## src/rtl/nbbpu_uart_tx.sv

```systemverilog
// Memory-mapped 8N1 UART transmitter for the NBBPU data bus.
// CPU stores to BASE_ADDR are queued in a byte FIFO and serialised LSB first on tx.
module nbbpu_uart_tx #(
  parameter logic [15:0] BASE_ADDR    = 16'hFF00,
  parameter int          CLKS_PER_BIT = 16,
  parameter int          FIFO_DEPTH   = 8
) (
  input  logic        clock,
  input  logic        reset,
  input  logic        write_enable,
  input  logic [15:0] address,
  input  logic [15:0] write_data,
  output logic [15:0] read_data,
  output logic        tx,
  output logic        busy,
  output logic [1:0]  fsm_state
);

  // Bus handshake: a store is accepted on the rising edge where write_enable is
  // high, address hits BASE_ADDR and the FIFO is not full; there is no stall,
  // rejected stores are dropped and firmware polls STATUS for space.

  typedef enum logic [1:0] {
    IDLE  = 2'd0,
    START = 2'd1,
    DATA  = 2'd2,
    STOP  = 2'd3
  } state_t;

  localparam int          AW          = (FIFO_DEPTH > 1) ? $clog2(FIFO_DEPTH) : 1;
  localparam logic [15:0] STATUS_ADDR = BASE_ADDR + 16'd1;
  localparam logic [4:0]  DEPTH_CNT   = 5'(FIFO_DEPTH);
  localparam logic [15:0] BAUD_LAST   = 16'(CLKS_PER_BIT - 1);

  logic [7:0]    mem [FIFO_DEPTH];
  logic [AW-1:0] wr_ptr;
  logic [AW-1:0] rd_ptr;
  logic [4:0]    count;
  logic          full;
  logic          empty;
  logic          push;
  logic          pop;

  state_t        state;
  logic [15:0]   baud;
  logic [2:0]    bit_idx;
  logic [7:0]    shift;
  logic          baud_done;
  logic          unused_hi;

  assign full      = (count == DEPTH_CNT);
  assign empty     = (count == 5'd0);
  assign push      = write_enable && (address == BASE_ADDR) && !full;
  assign pop       = (state == IDLE) && !empty;
  assign baud_done = (baud == BAUD_LAST);
  assign unused_hi = ^write_data[15:8];

  assign busy      = (state != IDLE);
  assign fsm_state = state;

  always_comb begin
    read_data = 16'h0000;
    if (address == STATUS_ADDR) begin
      read_data = {3'b000, count, 5'b00000, busy, empty, full};
    end
  end

  // Storage has no reset: pointers and count define which entries are valid.
  always_ff @(posedge clock) begin
    if (push) begin
      mem[wr_ptr] <= write_data[7:0];
    end
  end

  always_ff @(posedge clock or posedge reset) begin
    if (reset) begin
      wr_ptr <= '0;
      rd_ptr <= '0;
      count  <= 5'd0;
    end else begin
      if (push) begin
        wr_ptr <= wr_ptr + AW'(1);
      end
      if (pop) begin
        rd_ptr <= rd_ptr + AW'(1);
      end
      case ({push, pop})
        2'b10:   count <= count + 5'd1;
        2'b01:   count <= count - 5'd1;
        default: count <= count;
      endcase
    end
  end

  // tx is registered and always updated together with the state that drives it.
  always_ff @(posedge clock or posedge reset) begin
    if (reset) begin
      state   <= IDLE;
      baud    <= 16'd0;
      bit_idx <= 3'd0;
      shift   <= 8'h00;
      tx      <= 1'b1;
    end else begin
      case (state)
        IDLE: begin
          tx <= 1'b1;
          if (!empty) begin
            shift <= mem[rd_ptr];
            baud  <= 16'd0;
            tx    <= 1'b0;
            state <= START;
          end
        end
        START: begin
          if (baud_done) begin
            baud    <= 16'd0;
            bit_idx <= 3'd0;
            tx      <= shift[0];
            state   <= DATA;
          end else begin
            baud <= baud + 16'd1;
          end
        end
        DATA: begin
          if (baud_done) begin
            baud <= 16'd0;
            if (bit_idx == 3'd7) begin
              tx    <= 1'b1;
              state <= STOP;
            end else begin
              shift   <= {1'b0, shift[7:1]};
              tx      <= shift[1];
              bit_idx <= bit_idx + 3'd1;
            end
          end else begin
            baud <= baud + 16'd1;
          end
        end
        STOP: begin
          tx <= 1'b1;
          if (baud_done) begin
            baud  <= 16'd0;
            state <= IDLE;
          end else begin
            baud <= baud + 16'd1;
          end
        end
        default: begin
          tx    <= 1'b1;
          baud  <= 16'd0;
          state <= IDLE;
        end
      endcase
    end
  end

endmodule

```

## config.mk

```make
export PLATFORM = sky130hd
export DESIGN_NAME = nbbpu_uart_tx
export DESIGN_NICKNAME = d
export VERILOG_FILES = /design/src/rtl/nbbpu_uart_tx.sv
export SDC_FILE = /design/constraint.sdc
export NUM_CORES = 1
export LEC_CHECK = 0
export ABC_AREA = 1
export CAP_MARGIN = 20
export CORE_MARGIN = 1
export CORE_UTILIZATION = 40
export DETAILED_ROUTE_END_ITERATION = 8
export GPL_ROUTABILITY_DRIVEN = 1
export SYNTH_ARGS = -nofsm -noshare
export SYNTH_HDL_FRONTEND = slang
export SYNTH_SLANG_ARGS = --single-unit
export TNS_END_PERCENT = 1
```

## constraint.sdc

```tcl
create_clock -name clock -period 3.13 [get_ports clock]
set_input_delay 0.626 -clock clock [delete_from_list [all_inputs] [get_ports clock]]
set_output_delay 0.626 -clock clock [all_outputs]
set_load 0.03 [all_outputs]
```

# --- After elaboration in Yosys (flattened, before gate mapping) ---
# Memory sizes are Yosys's and may differ from the RTL's.
# Cells that the tools add are included.
classes:
  add_sub_neg: 6
  eq_ne: 16
  n_mux: 26
  reduce_logical: 16
ops:
  columns: ["cell", "n"]
  rows:
  - ["16-bit equality test (second input constant)", 2]
  - ["16-bit 2-to-1 mux", 2]
  - ["16-bit case mux with 2 select lines", 1]
  - ["8-bit 2-to-1 mux", 3]
  - ["16-bit by 1-bit adder with 16-bit output (second input constant)", 1]
  - ["16-bit by 4-bit equality test with 1-bit output (second input constant)", 1]
  - ["8-bit case mux with 2 select lines", 1]
  - ["13-bit 2-to-1 mux", 1]
  - ["2-bit != test (second input constant)", 6]
  - ["2-bit 2-to-1 mux", 5]
  - ["5-bit case mux with 2 select lines", 1]
  - ["3-bit by 1-bit adder with 3-bit output (second input constant)", 3]
  - ["3-bit 2-to-1 mux", 3]
  - ["2-bit case mux with 4 select lines", 1]
  - ["4-bit AND reduction", 2]
  - ["2-bit nonzero test", 4]
  - ["2-bit equality test (second input constant)", 3]
  - ["1-bit 2-to-1 mux", 6]
  - ["3-bit case mux with 2 select lines", 1]
  - ["5-bit by 1-bit adder with 5-bit output (second input constant)", 1]
  - ["5-bit by 4-bit equality test with 1-bit output (second input constant)", 1]
  - ["5-bit logical NOT", 1]
  - ["5-bit AND reduction", 1]
  - ["5-bit by 1-bit subtractor with 5-bit output (second input constant)", 1]
  - ["8 further kinds", 12]
word_totals:
  register_bits: 41
  mem_bits_rw: 64
  output_inout_bits: 20
  wordCells: 73
  n_memories: 1
memory_table:
  columns: ["name", "words", "word_bits", "read_ports", "rd_ports_with_merged_regs", "wr", "line_no", "text"]
  rows:
  - ["mem", 8, 8, 1, 0, 1, "35", "logic [7:0] mem [FIFO_DEPTH];"]

# --- Logic depth before layout (Yosys ltp) ---
depth:
  ltp_word: 5
  mapped_depth: 16
  mapped_depth_nobuf: 16

# --- Least setup slack after synthesis ---
# No wires, ideal clock.
synth_path:
  kind: "input port to flip-flop"
  from: "in address[10]"
  to: "reg count[4]"
  setup_ns: 0.128
  arrival_time_ns: 2.399
  t_required_ns: 3.002
  path_slack_ns: 0.604
  stages: 16
  n_path_buf: 0
  path_cell_list: "nand2_1 -> nor2_1 -> nand4_1 -> nor3_1 -> nand2_1 -> ha_1 -> xor2_1 -> ha_1 -> inv_1 -> nand2_1 -> nand3_1 -> nand2_1 -> nand2_1 -> nand2_1 -> nand2_1 -> o21ai_0"
synth_between:
  elab_chain_cells: 5
synth_rtl:
  columns: ["item", "line_no", "text"]
  rows:
  - ["start, declared", "11", "input logic [15:0] address,"]
  - ["16-bit equality test (*)", "53", "assign push = write_enable && (address == BASE_ADDR) && !full;"]
  - ["1-bit logical AND (*) (2 in a row)", "53", null]
  - ["2-bit by 1-bit equality test with 1-bit output / 2-bit equality test (equally long branches)", "87", "case ({push, pop})"]
  - ["5-bit case mux with 2 select lines / 2-bit nonzero test (equally long branches)", null, null]
  - ["end signal, assigned", "88", "2'b10: count <= count + 5'd1;"]
  - ["end signal, assigned", "89", "2'b01: count <= count - 5'd1;"]
  - ["end signal, assigned", "90", "default: count <= count;"]
  - ["end, declared", "38", "logic [4:0] count;"]
# Mark *: on every way between the ends. The rest lies on a longest branch, timed or not.
# A chain may end at the register's enable or synchronous reset.

# --- Final worst setup path ---
layout_path:
  from: "in address[12]"
  to: "out read_data[12]"
layout_between:
  elab_chain_cells: 2
layout_rtl:
  columns: ["item", "line_no", "text"]
  rows:
  - ["16-bit equality test", "63", "if (address == STATUS_ADDR) begin"]
  - ["13-bit 2-to-1 mux", "63", null]
  - ["end, declared", "13", "output logic [15:0] read_data,"]
# Every way passes these cells.

==> flow_summary.json <==
{
  "outcome": "finished clean",
  "grt_pass1_wl_um": 18300,
  "drive_gt1_share_pct": 9.05,
  "cts_setup_buffers": 0,
  "grt_use_total_pct": 18.1,
  "io_pins": 55,
  "drt_iter0_markers": 223,
  "max_freq_mhz": 351,
  "n_antenna_cell": 0,
  "vias": 3879,
  "power_density_nw_per_um2": 435,
  "skew_ns": 0.0109,
  "finalCritPeriodShare_pct": 91.0,
  "power.total_mw": 2.65,
  "die_h_um": 116,
  "rsz0062_at_grt": "false",
  "max_slew.worst_pin.slew_ns": 0.677,
  "clk-insertion-delay-late_ns": 0.35,
  "dieArea_um2": 13400,
  "register_area_um2": 2950,
  "crit_arrival_ns": 2.22,
  "synth_top_area_cell": "edfxtp_1",
  "ctsHoldBuffers": 0,
  "multi_input_area_um2": 1970,
  "p_leak_nw": 2.55,
  "synth_common_cells": "nand2_1, edfxtp_1, nand3_1",
  "finalSetupViolations": 0,
  "synth_edf_count": 64,
  "required_ns": 2.50,
  "max_slew_margin_pct": 54.8,
  "cts_tree": "done",
  "numPortBuffers": 38,
  "num_rows": 41,
  "cts_buffers": 9,
  "start_kind": "input port",
  "fin_tns_setup_ns": 0,
  "wl_per_cell_um": 13.7,
  "cts_resized": 0,
  "hold_violations": 0,
  "yosysTopAreaCellShare_pct": 37.0,
  "netlist_top_cells_area": "edfxtp_1, dfrtp_1, nand2_1",
  "avgSynthCellArea_um2": 9.21,
  "post-synth-top-count-cell": "nand2_1",
  "cp_max_fo": 8,
  "synthCells": 564,
  "cts.clk_slew.worst_paths_ns": 0.07,
  "first_pass_iters": 4,
  "clkSinkCount": 105,
  "clockBufferDepth": 2,
  "cts-root-buf": "clkbuf_16",
  "synth_warnings": 0,
  "start_util_pct": 41.1,
  "viasPerCell": 4.90,
  "end_kind": "output port",
  "peakVddDrop_mv": 0.619,
  "min_path_type": "reg -> reg",
  "synth-seq-cells": 105,
  "post-route-min-period_ns": 2.85,
  "synth_cell_types": 39,
  "area_delta_synth_final_pct": 17.4,
  "fillers": 1205,
  "syn-cell-area_um2": 5190,
  "fin_nets": 663,
  "synthFlopType": "edfxtp_1",
  "die_w_um": 116,
  "worst-setup-path-type": "in -> out",
  "ant_nets": 0,
  "seq_area_frac_synth_pct": 56.8,
  "dp_hpwl_um": 7240,
  "h-tree-depth": 3,
  "synthArstFlopShare_pct": 39.0,
  "drv_cap": 0,
  "antenna_found_initial": 0,
  "grt.overflow.total": 0,
  "core_um2": 12600,
  "drv_slew": 0,
  "drc_errors": 0,
  "grt_max_degree": 35,
  "gp_congestion": 0.833,
  "wl_um": 10800,
  "grt_pass1_vias": 3870
}
[cells in the final DEF, fill, tap and decap left out, types with 8 or more instances in the layout]
cell type	count
nor3_1	10
nand4_1	13
nand2_1	156
clkdlybuf4s50_1	30
nand3_1	64
buf_4	23
clkbuf_16	9
nor2_1	62
xor2_1	9
ha_1	14
o21ai_0	27
inv_1	40
dfrtp_1	40
conb_1	8
a21oi_1	8
edfxtp_1	64
[stage by stage]
stage	instance area [um^2]	setup slack (ns)	std cells	hold WS [ns]	utilization, %
final	6100	0.280	791	0.484	48.3
after global routing	6100	0.0978	791	0.505	48.3
after CTS	6070	0.276	790	0.487	48.1
after detailed placement	5780	0.132	774	0.467	45.8
after global placement	5780	0.190	774	0.464	45.8
after floorplan	5220	0.604	571	0.449	-
[final timing paths]
kind / from / endpoint / slack (ns) / cells after the start
max: address[12] / read_data[12] / 0.28 / 9
min: shift[2] / shift[2] / 0.48 / 2
max reg2reg: fsm_state[0] / count[4] / 0.59 / 14
min reg2reg: shift[2] / shift[2] / 0.48 / 2
max in group asynchronous: reset / bit_idx[2] / 1.96 / 4
min in group asynchronous: reset / wr_ptr[1] / 0.51 / 2
[state kept, by name, summed over array words and instances, names as in the netlist]
| name | cells |
|---|---|
| mem | 64 |
| baud | 16 |
| shift | 8 |
| count | 5 |
| bit_idx | 3 |
| rd_ptr | 3 |
| wr_ptr | 3 |
| fsm_state | 2 |
| tx | 1 |
[logic make-up (layout without fill, tap and decap cells)]
kind of cell | after synthesis | in the layout | share of synthesized area (%)
AOI/OAI and AO/OA | 50 | 50 | 5.69
xor gates and xnor gates | 10 | 10 | 1.69
adders and majority gates | 14 | 14 | 3.37
buffers and inverters | 67 | 115 | 5.76
DFF | 105 | 105 | 56.8
other | 1 | 8 | 0.0722
and+or+nand+nor | 317 | 317 | 26.6
[layer usage]
metal / wire length, um / track usage [%] / vias up
met5: 0 / 0 / -
met4: 182 / 7.01 / 0
met3: 374 / 5.23 / 17
met2: 5380 / 30.8 / 66
met1: 4870 / 21.7 / 1825
li1: - / - / 1971
[cell type report]
cell class / count / area share [%]
multi-input combinational: 399 / 32.3
sequential: 105 / 48.4
timing repair buffer: 54 / 8.21
clock buffer: 9 / 3.69
inverter: 45 / 2.77
clock inverter: 7 / 1.13
tap: 172 / 3.53
[worst max-delay path, cell delays in order]
cell and delay, ns:
clkdlybuf4s50_1 0.48, nand2_1 0.06, nor2_1 0.08, nand4_1 0.09, nor3_1 0.23, buf_4 0.18
nand2_1 0.15, nor2_1 0.14, buf_4 0.17
[report_power, final]
part / switching (mW) / total (mW) / internal (mW)
Combinational: 0.0435 / 0.0789 / 0.0354
Sequential: 0.0000524 / 1.47 / 1.47
Clock: 0.539 / 1.10 / 0.562
Total: 0.582 / 2.65 / 2.07
No activity file was read; power rests on OpenSTA's default activity.
